$ cat src/rtl/simd_issue_sched_pkg.sv
// -----------------------------------------------------------------------------
// simd_issue_sched_pkg
// Shared types and helpers for the SIMD issue scheduler:
//   - SIMD_OP_W / SIMD_DATA_W : ALU operation and operand/result widths
//   - SIMD_SRC_W / SIMD_TAG_W : stored requester-index and tag widths
//   - simd_sched_ent_t        : result FIFO entry {data, src, tag}
//   - simd_rr_pick()          : round-robin first-valid search after a pointer
// -----------------------------------------------------------------------------
package simd_issue_sched_pkg;

    localparam int SIMD_OP_W    = 13;
    localparam int SIMD_DATA_W  = 68;
    localparam int SIMD_MAX_REQ = 4;
    // Wide enough for requester indices of up to SIMD_MAX_REQ requesters.
    localparam int SIMD_SRC_W   = 2;
    // Tag width carried through the FIFO; the scheduler's TAG_W must not exceed it.
    localparam int SIMD_TAG_W   = 9;

    typedef struct packed {
        logic [SIMD_DATA_W-1:0] data;
        logic [SIMD_SRC_W-1:0]  src;
        logic [SIMD_TAG_W-1:0]  tag;
    } simd_sched_ent_t;

    // Returns {found, index}: the first set bit of vld searching ptr+1, ptr+2, ...
    // modulo n_req. Bits of vld at or above n_req are ignored.
    function automatic logic [SIMD_SRC_W:0] simd_rr_pick(
        input logic [SIMD_MAX_REQ-1:0] vld,
        input logic [SIMD_SRC_W-1:0]   ptr,
        input int unsigned             n_req
    );
        logic [SIMD_SRC_W:0] pick;
        logic [31:0]         idx;
        pick = '0;
        for (int unsigned k = 1; k <= SIMD_MAX_REQ; k++) begin
            idx = (32'(ptr) + k) % n_req;
            if ((k <= n_req) && !pick[SIMD_SRC_W] && vld[idx[SIMD_SRC_W-1:0]]) begin
                pick = {1'b1, idx[SIMD_SRC_W-1:0]};
            end else begin
                pick = pick;
            end
        end
        return pick;
    endfunction

endpackage

$ cat src/rtl/simd_res_fifo.sv
// -----------------------------------------------------------------------------
// simd_res_fifo
// In-order result FIFO for the SIMD issue scheduler. Push and pop may happen
// in the same cycle (also when full). A pop on an empty FIFO is ignored. clr
// empties the FIFO at the next edge and suppresses any same-cycle push/pop.
// The head entry is presented combinationally.
// Ports:
//   clk, rst        clock, synchronous active-high reset
//   clr             synchronous clear (flush)
//   push, push_ent  write request and entry
//   pop             read request (consumes head when head_vld)
//   head_vld        FIFO not empty
//   head_ent        oldest entry
//   cnt             current occupancy (0..DEPTH)
// -----------------------------------------------------------------------------
module simd_res_fifo
    import simd_issue_sched_pkg::*;
#(
    parameter  int DEPTH = 4,
    localparam int PTR_W = (DEPTH > 1) ? $clog2(DEPTH) : 1,
    localparam int CNT_W = $clog2(DEPTH) + 1
) (
    input  logic             clk,
    input  logic             rst,
    input  logic             clr,
    input  logic             push,
    input  simd_sched_ent_t  push_ent,
    input  logic             pop,
    output logic             head_vld,
    output simd_sched_ent_t  head_ent,
    output logic [CNT_W-1:0] cnt
);

    simd_sched_ent_t  mem_q [DEPTH];
    logic [PTR_W-1:0] rd_ptr_q, rd_ptr_d;
    logic [PTR_W-1:0] wr_ptr_q, wr_ptr_d;
    logic [CNT_W-1:0] cnt_q, cnt_d;
    logic             push_ok_s;
    logic             pop_ok_s;

    // Qualify push/pop and compute next pointers and occupancy.
    always_comb begin
        pop_ok_s  = pop && (cnt_q != '0) && !clr;
        // A push into a full FIFO is only legal when the head leaves in the same cycle.
        push_ok_s = push && !clr && ((cnt_q != CNT_W'(DEPTH)) || pop_ok_s);
        rd_ptr_d  = rd_ptr_q;
        wr_ptr_d  = wr_ptr_q;
        cnt_d     = cnt_q;
        if (clr) begin
            rd_ptr_d = '0;
            wr_ptr_d = '0;
            cnt_d    = '0;
        end else begin
            if (pop_ok_s) begin
                rd_ptr_d = rd_ptr_q + PTR_W'(1);
            end else begin
                rd_ptr_d = rd_ptr_q;
            end
            if (push_ok_s) begin
                wr_ptr_d = wr_ptr_q + PTR_W'(1);
            end else begin
                wr_ptr_d = wr_ptr_q;
            end
            case ({push_ok_s, pop_ok_s})
                2'b10:   cnt_d = cnt_q + CNT_W'(1);
                2'b01:   cnt_d = cnt_q - CNT_W'(1);
                default: cnt_d = cnt_q;
            endcase
        end
    end

    // Pointer and occupancy registers.
    always_ff @(posedge clk) begin
        if (rst) begin
            rd_ptr_q <= '0;
            wr_ptr_q <= '0;
            cnt_q    <= '0;
        end else begin
            rd_ptr_q <= rd_ptr_d;
            wr_ptr_q <= wr_ptr_d;
            cnt_q    <= cnt_d;
        end
    end

    // Entry storage; contents are only meaningful between rd_ptr and wr_ptr.
    always_ff @(posedge clk) begin
        if (push_ok_s) begin
            mem_q[wr_ptr_q] <= push_ent;
        end
    end

    assign head_vld = (cnt_q != '0);
    assign head_ent = mem_q[rd_ptr_q];
    assign cnt      = cnt_q;

endmodule

$ cat src/rtl/simd_issue_sched.sv
// -----------------------------------------------------------------------------
// simd_issue_sched
// Shares one fixed-latency SIMD integer ALU between N_REQ requesters.
// Round-robin grant (one per cycle), registered ALU issue, an in-flight
// tracker aligned with the ALU result, and a credit-protected result FIFO
// returning {data, requester, tag} in issue order.
// Ports:
//   clk, rst                 clock, synchronous active-high reset
//   flush                    kill in-flight and buffered ops
//   req_vld/op/a/b/tag       per-requester operation
//   req_rdy                  one-hot grant (combinational)
//   alu_en/op/a/b            registered ALU issue; op/a/b hold when idle
//   alu_res                  ALU result, ALU_LAT cycles after alu_en
//   res_vld/rdy/data/src/tag result FIFO head and pop handshake
// Optional (macro SIMD_SCHED_STAT_EN):
//   stat_grant               saturating per-requester grant counters
//   stat_stall               saturating count of cycles with a request but no credit
// -----------------------------------------------------------------------------
module simd_issue_sched
    import simd_issue_sched_pkg::*;
#(
    parameter  int N_REQ      = 3,
    parameter  int TAG_W      = SIMD_TAG_W,
    parameter  int ALU_LAT    = 2,
    parameter  int FIFO_DEPTH = 4,
    localparam int SRC_W      = (N_REQ > 1) ? $clog2(N_REQ) : 1
) (
    input  logic                               clk,
    input  logic                               rst,
    input  logic                               flush,
    input  logic [N_REQ-1:0]                   req_vld,
    input  logic [N_REQ-1:0][SIMD_OP_W-1:0]    req_op,
    input  logic [N_REQ-1:0][SIMD_DATA_W-1:0]  req_a,
    input  logic [N_REQ-1:0][SIMD_DATA_W-1:0]  req_b,
    input  logic [N_REQ-1:0][TAG_W-1:0]        req_tag,
    output logic [N_REQ-1:0]                   req_rdy,
    output logic                               alu_en,
    output logic [SIMD_OP_W-1:0]               alu_op,
    output logic [SIMD_DATA_W-1:0]             alu_a,
    output logic [SIMD_DATA_W-1:0]             alu_b,
    input  logic [SIMD_DATA_W-1:0]             alu_res,
    output logic                               res_vld,
    input  logic                               res_rdy,
    output logic [SIMD_DATA_W-1:0]             res_data,
    output logic [SRC_W-1:0]                   res_src,
    output logic [TAG_W-1:0]                   res_tag
`ifdef SIMD_SCHED_STAT_EN
    ,
    output logic [N_REQ-1:0][31:0]             stat_grant,
    output logic [31:0]                        stat_stall
`endif
);

    localparam int CNT_W = $clog2(FIFO_DEPTH) + 1;
    localparam int SUM_W = CNT_W + 1;

    logic [SRC_W-1:0]               rr_ptr_q, rr_ptr_d;
    logic [ALU_LAT:0]               trk_vld_q, trk_vld_d;
    logic [ALU_LAT:0][SRC_W-1:0]    trk_src_q, trk_src_d;
    logic [ALU_LAT:0][TAG_W-1:0]    trk_tag_q, trk_tag_d;
    logic                           alu_en_q, alu_en_d;
    logic [SIMD_OP_W-1:0]           alu_op_q, alu_op_d;
    logic [SIMD_DATA_W-1:0]         alu_a_q, alu_a_d;
    logic [SIMD_DATA_W-1:0]         alu_b_q, alu_b_d;

    logic [CNT_W-1:0]               fifo_cnt_s;
    logic [SUM_W-1:0]               inflight_s;
    logic [SUM_W-1:0]               used_s;
    logic                           issue_ok_s;
    logic [SIMD_MAX_REQ-1:0]        vld_ext_s;
    logic [SIMD_SRC_W:0]            pick_s;
    logic                           grant_vld_s;
    logic [SRC_W-1:0]               grant_idx_s;
    logic [N_REQ-1:0]               req_rdy_s;
    logic                           push_s;
    simd_sched_ent_t                push_ent_s;
    simd_sched_ent_t                head_ent_s;
    logic                           head_vld_s;

    // Credits: every op between acceptance and pop holds one FIFO slot.
    always_comb begin
        inflight_s = '0;
        for (int s = 0; s <= ALU_LAT; s++) begin
            if (trk_vld_q[s]) begin
                inflight_s = inflight_s + SUM_W'(1);
            end else begin
                inflight_s = inflight_s;
            end
        end
        used_s     = SUM_W'(fifo_cnt_s) + inflight_s;
        issue_ok_s = !rst && !flush && (used_s < SUM_W'(FIFO_DEPTH));
    end

    // Round-robin arbiter from the registered pointer.
    always_comb begin
        vld_ext_s              = '0;
        vld_ext_s[N_REQ-1:0]   = req_vld;
        pick_s                 = simd_rr_pick(vld_ext_s, SIMD_SRC_W'(rr_ptr_q), N_REQ);
        grant_vld_s            = issue_ok_s && pick_s[SIMD_SRC_W];
        grant_idx_s            = pick_s[SRC_W-1:0];
        req_rdy_s              = '0;
        if (grant_vld_s) begin
            req_rdy_s[grant_idx_s] = 1'b1;
        end else begin
            req_rdy_s = '0;
        end
    end

    // Next-state for pointer, ALU issue registers and tracker.
    always_comb begin
        if (grant_vld_s) begin
            rr_ptr_d = grant_idx_s;
            alu_op_d = req_op[grant_idx_s];
            alu_a_d  = req_a[grant_idx_s];
            alu_b_d  = req_b[grant_idx_s];
        end else begin
            rr_ptr_d = rr_ptr_q;
            alu_op_d = alu_op_q;
            alu_a_d  = alu_a_q;
            alu_b_d  = alu_b_q;
        end
        alu_en_d  = grant_vld_s;
        // Stage 0 is valid together with alu_en; stage ALU_LAT lines up with alu_res.
        trk_src_d = {trk_src_q[ALU_LAT-1:0], grant_idx_s};
        trk_tag_d = {trk_tag_q[ALU_LAT-1:0], req_tag[grant_idx_s]};
        if (flush) begin
            trk_vld_d = '0;
        end else begin
            trk_vld_d = {trk_vld_q[ALU_LAT-1:0], grant_vld_s};
        end
    end

    // Scheduler state registers.
    always_ff @(posedge clk) begin
        if (rst) begin
            rr_ptr_q  <= SRC_W'(N_REQ - 1);
            trk_vld_q <= '0;
            trk_src_q <= '0;
            trk_tag_q <= '0;
            alu_en_q  <= 1'b0;
            alu_op_q  <= '0;
            alu_a_q   <= '0;
            alu_b_q   <= '0;
        end else begin
            rr_ptr_q  <= rr_ptr_d;
            trk_vld_q <= trk_vld_d;
            trk_src_q <= trk_src_d;
            trk_tag_q <= trk_tag_d;
            alu_en_q  <= alu_en_d;
            alu_op_q  <= alu_op_d;
            alu_a_q   <= alu_a_d;
            alu_b_q   <= alu_b_d;
        end
    end

    // Capture the ALU result of the op leaving the tracker.
    always_comb begin
        push_s          = trk_vld_q[ALU_LAT];
        push_ent_s.data = alu_res;
        push_ent_s.src  = SIMD_SRC_W'(trk_src_q[ALU_LAT]);
        push_ent_s.tag  = SIMD_TAG_W'(trk_tag_q[ALU_LAT]);
    end

    simd_res_fifo #(
        .DEPTH    (FIFO_DEPTH)
    ) u_fifo (
        .clk      (clk),
        .rst      (rst),
        .clr      (flush),
        .push     (push_s),
        .push_ent (push_ent_s),
        .pop      (res_rdy),
        .head_vld (head_vld_s),
        .head_ent (head_ent_s),
        .cnt      (fifo_cnt_s)
    );

    assign req_rdy  = req_rdy_s;
    assign alu_en   = alu_en_q;
    assign alu_op   = alu_op_q;
    assign alu_a    = alu_a_q;
    assign alu_b    = alu_b_q;
    assign res_vld  = head_vld_s;
    assign res_data = head_ent_s.data;
    assign res_src  = head_ent_s.src[SRC_W-1:0];
    assign res_tag  = head_ent_s.tag[TAG_W-1:0];

`ifdef SIMD_SCHED_STAT_EN
    logic [N_REQ-1:0][31:0] stat_grant_q, stat_grant_d;
    logic [31:0]            stat_stall_q, stat_stall_d;

    // Saturating statistics; flush does not clear them.
    always_comb begin
        for (int i = 0; i < N_REQ; i++) begin
            if (req_rdy_s[i] && (stat_grant_q[i] != 32'hFFFF_FFFF)) begin
                stat_grant_d[i] = stat_grant_q[i] + 32'd1;
            end else begin
                stat_grant_d[i] = stat_grant_q[i];
            end
        end
        if ((|req_vld) && !issue_ok_s && (stat_stall_q != 32'hFFFF_FFFF)) begin
            stat_stall_d = stat_stall_q + 32'd1;
        end else begin
            stat_stall_d = stat_stall_q;
        end
    end

    // Statistics registers.
    always_ff @(posedge clk) begin
        if (rst) begin
            stat_grant_q <= '0;
            stat_stall_q <= '0;
        end else begin
            stat_grant_q <= stat_grant_d;
            stat_stall_q <= stat_stall_d;
        end
    end

    assign stat_grant = stat_grant_q;
    assign stat_stall = stat_stall_q;
`endif

endmodule

$ cat config.mk
export PLATFORM = sky130hd
export DESIGN_NAME = simd_issue_sched
export DESIGN_NICKNAME = d
export VERILOG_FILES = /design/src/rtl/simd_issue_sched_pkg.sv /design/src/rtl/simd_res_fifo.sv /design/src/rtl/simd_issue_sched.sv
export SDC_FILE = /design/constraint.sdc
export NUM_CORES = 1
export LEC_CHECK = 0
export CORE_AREA = 5 5 297 299
export DETAILED_ROUTE_END_ITERATION = 12
export DIE_AREA = 0 0 302 304
export GPL_TIMING_DRIVEN = 0
export HOLD_SLACK_MARGIN = 0.15
export SLEW_MARGIN = 20
export SYNTH_ARGS = -nofsm -noshare
export SYNTH_HDL_FRONTEND = slang
export SYNTH_SLANG_ARGS = --single-unit
$ cat constraint.sdc
create_clock -name clk -period 6 [get_ports clk]
set_clock_uncertainty 0.1 [all_clocks]
set_input_delay 1.8 -clock clk [delete_from_list [all_inputs] [get_ports clk]]
set_output_delay 1.8 -clock clk [all_outputs]
set_load 0.02 [all_outputs]
==> flow_summary_export.csv, run 1 <==
group,metric,value,unit
pwr,power_density,270,nW/um^2
final_layout,finalNonFillerCells,3545,
synth,post_synth_most_frequent_cells,"sky130_fd_sc_hd__edfxtp_1 (316), sky130_fd_sc_hd__dfxtp_1 (197), sky130_fd_sc_hd__nand3b_1 (100)",
synth,ys_seq_elements,513,
grt,global_route.overflow_total,0,
worst_setup_path,cp.required,4100,ps
timing,timing.setup.tns,0,ps
final_layout,design.final.nets,2879,
pwr,ir_drop,0.239,mV
clocking,cts.htree.levels,2,
worst_setup_path,critical_path.max_fanout,7,
routing,detail-route-antenna-nets,0,
run_status,outcome,"completed",
clocking,clock-root-buffer,"sky130_fd_sc_hd__clkbuf_16",
die,floorplan.core_area,84900,sq um
routing,routedWlPerCell,29.5,um
grt,antenna_found_initial,69,
synth,synth.area.top_cells,"sky130_fd_sc_hd__edfxtp_1 (44%), sky130_fd_sc_hd__dfxtp_1 (18%), sky130_fd_sc_hd__mux4_2 (8.3%)",
synth,async_reset_ff_frac,0,
placement,gpl_wtd_cong,0.959,
clocking,worst_skew_pair.late_latency,620,ps
worst_setup_path,reg2reg_setup_slack,1660,ps
pwr,power.net_switching,0.00227,W
timing,hold_violations,0,
routing,viasPerCell,4.91,
die,floorplan.io_pins,782,
synth,synth_largest_type_area_fraction,0.444,
timing,period_share,0.983,
final_layout,fin_area,32900,sq um
timing,max_transition_viols_final,0,
pwr,clkPwrFrac,0.397,
timing,setup-violations-final,0,
die,row_count,107,
routing,first_iter_violations,1389,
synth,synth_top_area_cell,"sky130_fd_sc_hd__edfxtp_1",
die,dieArea,91800,sq um
worst_setup_path,setup.worst_path.class,"primary input to output pin",
final_layout,drive_above_1_share,0.119,
placement,dp_hpwl,83600,um
worst_setup_path,worstSetupStartpointType,"primary input",
synth,synth-warning-count,0,
placement,place_area,30800,sq um
synth,average_instance_area_after_synthesis,14.5,sq um
timing,period_needed,5900,ps
die,floorplan.initialDensity,0.252,
synth,postSynthCellCount,1469,
clocking,max-clock-path-buffers,3,
timing,hold-worst-slack,330,ps
placement,place.detailed.instances,3400,
clocking,clock_tree_from_tritoncts,"built",
grt,grt_start_max_net_pins,45,
pwr,power.leakage,11.3,nW
pwr,p_seq_frac,0.443,
pwr,power_frac_comb,0.160,
synth,syn_area,21400,sq um
routing,drtPass1Iterations,5,
pwr,p_int,0.00662,W
routing,drcViolationCount,0,
timing,timing_worst_slew_pin_value,1170,ps
pwr,power.share.switching,0.255,
timing,slew_headroom,0.222,
clocking,cts_hold_buffers_added,0,
routing,finalWirelength,105000,um
synth,synth.net_count,2030,
worst_setup_path,worstPathArrival,4000,ps
clocking,tritoncts_num_sinks,513,
final_layout,area_growth_from_synthesis_to_layout,53.9,%
grt,grtUsageTotal,0.217,
synth,synth.most_common_cell,"sky130_fd_sc_hd__edfxtp_1",
min_path,hold_path.class,"flip-flop to flip-flop",
die,horizontal_die_dimension,302,um
synth,synthFlopType,"sky130_fd_sc_hd__edfxtp_1",
die,die-height,304,um
placement,io_buffer_count,780,
clocking,tritoncts.num_buffers,58,
timing,clock.fmax,170,MHz
final_layout,post-route-util,0.387,
clocking,path_clk_slew,60,ps
synth,synth_cell_type_count,43,
grt,grt_pass1_vias,18000,
grt,grt_pass1_wl,142000,um
routing,num_vias,17400,
worst_setup_path,end_kind,"output pin",
final_layout,layout.filler_cells,8148,
run,max_cap_violations,0,
synth,synth-edff-count,316,
timing,rsz0062_at_grt,"no",
synth,synth_seq_area_share,0.629,
==> per-layer routing <==
metal  GRT usage  part of all wire  vias up
met1       0.251              0.37     8715
met5           0            0.0011        -
li1            -                 -     7562
met2       0.381              0.50      916
met3      0.0761              0.10      195
met4      0.0628             0.032       20
==> worst max-delay path: stages <==
cell	delay, ps
sky130_fd_sc_hd__dlygate4sd2_1	280
sky130_fd_sc_hd__or4_4	570
sky130_fd_sc_hd__a211oi_4	270
sky130_fd_sc_hd__o2111ai_4	160
sky130_fd_sc_hd__buf_12	170
sky130_fd_sc_hd__inv_4	110
sky130_fd_sc_hd__buf_12	130
sky130_fd_sc_hd__nand2_2	110
sky130_fd_sc_hd__inv_1	90
sky130_fd_sc_hd__clkdlybuf4s15_2	260
==> kinds of logic after synthesis <==
kind of cell               after synthesis  share of synthesized area
xor gates and xnor gates                 6                    0.00246
adders and majority gates               12                    0.00738
AOI/OAI and AO/OA                      257                     0.0921
buffers and inverters                  147                     0.0282
and+or+nand+nor                        348                      0.105
DFF                                    513                      0.629
muxes                                  186                      0.136
==> layout by cell type, fill, tap and decap left out, drive strengths merged, types with 46 or more instances in the layout <==
cell | synthesis | final
a221o | 49 | 49
and3 | 46 | 46
buf | 48 | 59
clkbuf | 84 | 164
clkdlybuf4s50 | 0 | 776
dfxtp | 197 | 197
edfxtp | 316 | 316
mux2 | 49 | 49
mux2i | 58 | 58
mux4 | 79 | 79
nand2b | 57 | 57
nand3b | 100 | 100
nor3b | 53 | 53
o21ai | 90 | 90
o221ai | 56 | 56
==> stage by stage <==
stage / total power (W) / setup slack (ps)
6_report: 0.00889 / 103
3_5_place_dp: 0.00541 / -1570
2_1_floorplan: 0.00453 / 576
4_1_cts: 0.00900 / 29.8
3_3_place_gp: 0.00540 / -1550
5_1_grt: 0.00923 / 3.99
==> sequential cells by signal, indices dropped and copies added (netlist names), named ones only <==
register / count
u_fifo.mem_q: 316
alu_a: 68
alu_b: 68
trk_tag_d: 18
alu_op: 13
push_ent_s: 11
trk_src_d: 4
trk_vld_q: 3
u_fifo.cnt: 3
rr_ptr_q: 2
u_fifo.rd_ptr_q: 2
u_fifo.wr_ptr_q: 2
alu_en: 1
==> worst paths after layout <==
check | startpoint | end | depth (start not counted)
setup reg to reg | rr_ptr_q[1] | alu_op[10] | 11
hold / removal | trk_src_d[3] | trk_src_d[5] | 1
setup / recovery | flush | req_rdy[1] | 10
hold reg to reg | trk_src_d[3] | trk_src_d[5] | 1
==> area by class of cell <==
type / instances / area [sq um] / share of cell area
inverter: 15 / 63.8 / 0.00194
buffer: 130 / 573 / 0.0174
timing repair buffer: 791 / 8020 / 0.244
tap: 1144 / 1430 / 0.0435
clock buffer: 80 / 1650 / 0.0502
antenna: 33 / 82.6 / 0.00251
multi-input combinational: 809 / 7380 / 0.224
sequential: 513 / 13400 / 0.409
clock inverter: 30 / 258 / 0.00784
==> what timing repair did <==
item                                    4_1_cts  5_1_grt
buffers inserted                              4        0
gates cloned                                  0        0
resized for setup                            31        4
hold endpoints to repair                      0        0
endpoints found under the setup margin        3        2
pin swaps                                     3        0
==> power groups by stage <==
stage	clock network, W	logic (W)	registers [W]
detailed placement	0	0.00140	0.00401
global route	0.00379	0.00149	0.00395
CTS	0.00364	0.00142	0.00394
finish	0.00353	0.00142	0.00394
global placement	0	0.00140	0.00400
floorplan	0	0.000405	0.00413
(Power assumes the default switching activity.)
==> run 2, diff against run 1 <==
SLEW_MARGIN = not set   (was 20)
==> flow_summary_export.csv, run 2 (synthesized netlist as in run 1, its figures left out) <==
group,metric,value,unit
run_status,outcome,"completed",
grt,antenna_found_initial,65,
timing,setup-violations-final,0,
pwr,p_int,0.00655,W
placement,place_area,30700,sq um
clocking,worst_skew_pair.late_latency,630,ps
worst_setup_path,timing.critical_path.slowest_cell_delay,480,ps
routing,first_iter_violations,1319,
grt,grt_busiest_layer,"met2",
grt,met1_usage,0.245,
routing,viasPerCell,4.86,
final_layout,post-route-util,0.386,
clocking,path_clk_slew,60,ps
routing,routedWlPerCell,29.4,um
min_path,hold_path.class,"flip-flop to flip-flop",
die,row_count,107,
placement,dp_hpwl,83000,um
grt,grt_pass1_vias,18000,
pwr,clkPwrFrac,0.394,
worst_setup_path,path_buf_inv,4,
routing,detail-route-antenna-nets,0,
pwr,power_frac_comb,0.160,
grt,global_route.overflow_total,0,
timing,rsz0062_at_grt,"no",
final_layout,layout.filler_cells,8129,
placement,gpl_wtd_cong,0.959,
clocking,clock_tree_from_tritoncts,"built",
timing,clock.fmax,169,MHz
worst_setup_path,worstPathArrival,4010,ps
die,floorplan.core_area,84900,sq um
worst_setup_path,timing.critical_path.max_delay_family,"buffers and inverters",
timing,period_needed,5910,ps
worst_setup_path,crit_chain,"clkdlybuf4s50_1 -> a21o_1 -> nand2_1 -> and3_1 -> clkbuf_4 -> nand2_2 -> inv_1 -> clkdlybuf4s15_2",
clocking,max-clock-path-buffers,3,
clocking,cts.htree.levels,2,
worst_setup_path,cp.required,4100,ps
routing,finalWirelength,104000,um
timing,hold-worst-slack,322,ps
die,horizontal_die_dimension,302,um
pwr,p_seq_frac,0.446,
pwr,power.leakage,11.2,nW
grt,grt_use_met3,0.0832,
final_layout,drive_above_1_share,0.117,
final_layout,largest_register_ff_count,316,
worst_setup_path,critical_path.slowest_cell,"sky130_fd_sc_hd__clkdlybuf4s50_1",
final_layout,area_growth_from_synthesis_to_layout,53.4,%
routing,num_vias,17200,
die,die-height,304,um
grt,groute.layer.met2.usage,0.374,
die,floorplan.initialDensity,0.252,
final_layout,registers.top_by_ff_count,"u_fifo.mem_q",
grt,grt_start_max_net_pins,50,
worst_setup_path,end_kind,"output pin",
final_layout,layout_common_cells,"sky130_fd_sc_hd__clkdlybuf4s50_1 (776), sky130_fd_sc_hd__edfxtp_1 (316), sky130_fd_sc_hd__dfxtp_1 (197)",
run,max_cap_violations,0,
routing,drtPass1Iterations,5,
placement,io_buffer_count,780,
timing,timing_worst_slew_pin_value,1160,ps
grt,grt_pass1_wl,142000,um
final_layout,design.final.nets,2876,
pwr,power_density,270,nW/um^2
die,dieArea,91800,sq um
clocking,tritoncts.num_buffers,58,
timing,slew_headroom,0.227,
grt,grtUsageTotal,0.216,
routing,drcViolationCount,0,
worst_setup_path,critical_path.max_fanout,10,
timing,max_transition_viols_final,0,
placement,place.detailed.instances,3397,
worst_setup_path,setup.worst_path.class,"primary input to output pin",
pwr,ir_drop,0.195,mV
timing,timing.setup.tns,0,ps
clocking,cts_hold_buffers_added,0,
final_layout,mostFrequentLayoutCell,"sky130_fd_sc_hd__clkdlybuf4s50_1",
worst_setup_path,worstSetupStartpointType,"primary input",
clocking,clock-root-buffer,"sky130_fd_sc_hd__clkbuf_16",
timing,period_share,0.984,
timing,hold_violations,0,
final_layout,fin_area,32800,sq um
pwr,power.net_switching,0.00229,W
final_layout,finalNonFillerCells,3540,
die,floorplan.io_pins,782,
clocking,tritoncts_num_sinks,513,
pwr,power.share.switching,0.259,
## run 2: metrics by stage
stage                     power [W]  setup slack (ps)
after floorplan             0.00453               576
after global placement      0.00540             -1550
after detailed placement    0.00541             -1570
after CTS                   0.00896              41.7
after global routing        0.00919              10.5
final                       0.00884              93.0
## run 2: path summary, 6_finish.rpt
check                                    from            end  slack, ps  depth (start not counted)
worst min-delay path            trk_tag_d[26]  push_ent_s[8]        320                          1
worst min register to register  trk_tag_d[26]  push_ent_s[8]        320                          1
worst max-delay path               req_vld[2]     req_rdy[1]         90                          8
worst max register to register    rr_ptr_q[1]     alu_op[10]       1740                          9
## run 2: worst register-to-register path, cell delays in order (launching register included)
cell and delay [ps]:
sky130_fd_sc_hd__dfxtp_1 500, sky130_fd_sc_hd__ha_1 380, sky130_fd_sc_hd__nor3b_1 380, sky130_fd_sc_hd__a21oi_4 50
sky130_fd_sc_hd__buf_4 200, sky130_fd_sc_hd__nand3_1 360, sky130_fd_sc_hd__buf_2 510, sky130_fd_sc_hd__buf_2 680
sky130_fd_sc_hd__mux2i_1 760, sky130_fd_sc_hd__o221ai_1 190
## run 2: power groups by stage
stage,Combinational (W),Sequential (W),Clock [W]
after floorplan,0.000405,0.00413,0
after global placement,0.00140,0.00400,0
after detailed placement,0.00140,0.00401,0
after CTS,0.00142,0.00394,0.00360
after global routing,0.00149,0.00395,0.00375
final,0.00142,0.00394,0.00348
## run 2: area by class of cell
class / count / area (sq um) / share of cell area
inverters: 15 / 63.8 / 0.00195
clock inverters: 33 / 323 / 0.00985
plain buffers: 130 / 576 / 0.0176
diodes: 31 / 77.6 / 0.00237
flip-flops and latches: 513 / 13400 / 0.410
multi-input cells: 809 / 7370 / 0.225
clock buffers: 77 / 1540 / 0.0471
repair buffers: 788 / 7940 / 0.242
well taps: 1144 / 1430 / 0.0437
## run 2: per-layer routing
layer,routed length (um),vias to the layer above
li1,-,7543
met5,157,-
met3,12200,194
met4,3980,24
met2,51100,918
met1,36700,8526
## run 2: what timing repair did
| action | CTS | global route |
|---|---|---|
| setup endpoints to repair | 3 | 1 |
| pin swaps | 2 | 1 |
| buffers inserted | 3 | 1 |
| gates resized for setup | 33 | 2 |
==> run 3, diff against run 2 <==
CAP_MARGIN = 10   (was not set)
SLEW_MARGIN = 40   (was not set)
==> flow_summary_export.csv, run 3 (synthesized netlist as in run 1, its figures left out) <==
group,metric,value,unit
timing,period_needed,5910,ps
routing,drtPass1Iterations,6,
die,row_count,107,
pwr,power_density,277,nW/um^2
final_layout,registers.top_by_ff_count,"u_fifo.mem_q",
timing,setup-violations-final,0,
placement,dp_hpwl,83600,um
final_layout,design.final.nets,2882,
routing,viasPerCell,4.85,
final_layout,multi_input_comb_area,7380,sq um
worst_setup_path,setup.worst_path.class,"primary input to output pin",
final_layout,area_growth_from_synthesis_to_layout,54.7,%
timing,rsz0062_at_grt,"no",
worst_setup_path,worstRegToRegCells,11,
die,floorplan.io_pins,782,
pwr,power_frac_comb,0.155,
die,floorplan.core_area,84900,sq um
pwr,power.leakage,11.4,nW
final_layout,layout.filler_cells,8111,
clocking,tritoncts.num_buffers,59,
grt,antenna_found_initial,68,
final_layout,largest_register_ff_count,316,
pwr,power.share.switching,0.248,
die,die-height,304,um
pwr,p_seq_frac,0.431,
min_path,hold-path-cell-count,1,
timing,hold-worst-slack,333,ps
clocking,worst_skew_pair.late_latency,630,ps
clocking,max-clock-path-buffers,3,
routing,routedWlPerCell,29.5,um
worst_setup_path,worstPathArrival,4010,ps
timing,max_transition_viols_final,0,
clocking,tritoncts_num_sinks,513,
routing,num_vias,17200,
placement,place_area,30800,sq um
final_layout,drive_above_1_share,0.125,
timing,timing.final.ws_setup,90.8,ps
clocking,clock_tree_from_tritoncts,"built",
clocking,cts_hold_buffers_added,0,
placement,dp_slack,-1310,ps
timing,clock.fmax,169,MHz
worst_setup_path,critical_path.max_fanout,10,
grt,global_route.overflow_total,0,
worst_setup_path,cp.required,4100,ps
placement,gpl_wtd_cong,0.959,
die,floorplan.initialDensity,0.252,
timing,period_share,0.985,
pwr,clkPwrFrac,0.414,
routing,finalWirelength,105000,um
final_layout,layout_common_cells,"sky130_fd_sc_hd__clkdlybuf4s50_1 (776), sky130_fd_sc_hd__edfxtp_1 (316), sky130_fd_sc_hd__dfxtp_1 (197)",
routing,detail-route-antenna-nets,0,
timing,timing_worst_slew_pin_value,821,ps
routing,first_iter_violations,1282,
pwr,power.net_switching,0.00226,W
final_layout,mostFrequentLayoutCell,"sky130_fd_sc_hd__clkdlybuf4s50_1",
clocking,path_clk_slew,60,ps
timing,timing.setup.tns,0,ps
worst_setup_path,worstSetupStartpointType,"primary input",
pwr,p_int,0.00688,W
timing,slew_headroom,0.437,
timing,hold_violations,0,
final_layout,fin_area,33000,sq um
pwr,ir_drop,0.224,mV
run,max_cap_violations,0,
placement,io_buffer_count,780,
grt,grt_pass1_vias,18100,
die,dieArea,91800,sq um
grt,grt_start_max_net_pins,33,
run_status,outcome,"completed",
routing,drcViolationCount,0,
grt,grt_pass1_wl,142000,um
min_path,hold_path.class,"flip-flop to flip-flop",
clocking,clock-root-buffer,"sky130_fd_sc_hd__clkbuf_16",
final_layout,sequential_cell_area,13400,sq um
die,horizontal_die_dimension,302,um
worst_setup_path,end_kind,"output pin",
grt,grtUsageTotal,0.218,
clocking,cts.htree.levels,2,
[run 3: cell types whose count changed in the layout (fill, tap and decap cells not counted), sizes merged]
cell,previous run,this run
bufinv,3,8
buf,56,61
inv,18,16
clkbuf,161,164
diode,31,34
clkinv,21,15
clkinvlp,6,3
[run 3: timing repair]
item | in CTS | in global routing
endpoints found under the setup margin | 3 | 1
buffers inserted | 4 | 1
gates resized for setup | 31 | 2
gates cloned | 0 | 0
pin swaps | 2 | 1
[run 3: layout make-up]
| class | count | area share |
|---|---|---|
| diodes | 34 | 0.00257 |
| plain buffers | 130 | 0.0179 |
| clock buffers | 80 | 0.0504 |
| clock inverters | 27 | 0.0117 |
| inverters | 15 | 0.00193 |
| multi-input cells | 809 | 0.223 |
| flip-flops and latches | 513 | 0.406 |
| well taps | 1144 | 0.0433 |
| repair buffers | 793 | 0.242 |
[run 3: final timing paths]
path                              startpoint            to  slack [ps]
worst max-delay path              req_vld[2]    req_rdy[1]          90
worst min-delay path            trk_src_d[2]  trk_src_d[4]         330
worst max register to register   rr_ptr_q[1]     alu_op[9]        1650
worst min register to register  trk_src_d[2]  trk_src_d[4]         330
[run 3: per-layer routing]
metal  track usage  vias up  share of wire
met5             0        -         0.0013
met4        0.0757       22          0.046
met3        0.0808      213           0.11
met2         0.373      894           0.48
met1         0.250     8526           0.36
li1              -     7547              -
[run 3: power by group through the flow]
stage                     Clock (W)  Sequential, W  Combinational [W]
final                       0.00379        0.00394            0.00142
after global routing        0.00405        0.00395            0.00150
after CTS                   0.00390        0.00394            0.00142
after detailed placement          0        0.00401            0.00140
after global placement            0        0.00400            0.00140
after floorplan                   0        0.00413           0.000405
[run 3: per-stage QoR]
stage	std cells	util	power, W
after floorplan	1469	-	0.00453
after global placement	3393	0.361	0.00540
after detailed placement	3401	0.363	0.00541
after CTS	3510	0.388	0.00926
after global routing	3528	0.389	0.00949
final	3545	0.389	0.00915
[run 3: critical path, stage by stage]
cell and delay, ps:
sky130_fd_sc_hd__clkdlybuf4s50_1 480, sky130_fd_sc_hd__a21o_1 190, sky130_fd_sc_hd__nand2_1 380, sky130_fd_sc_hd__and3_1 360, sky130_fd_sc_hd__clkbuf_4 300, sky130_fd_sc_hd__nand2_2 150, sky130_fd_sc_hd__inv_1 90, sky130_fd_sc_hd__clkdlybuf4s15_2 260
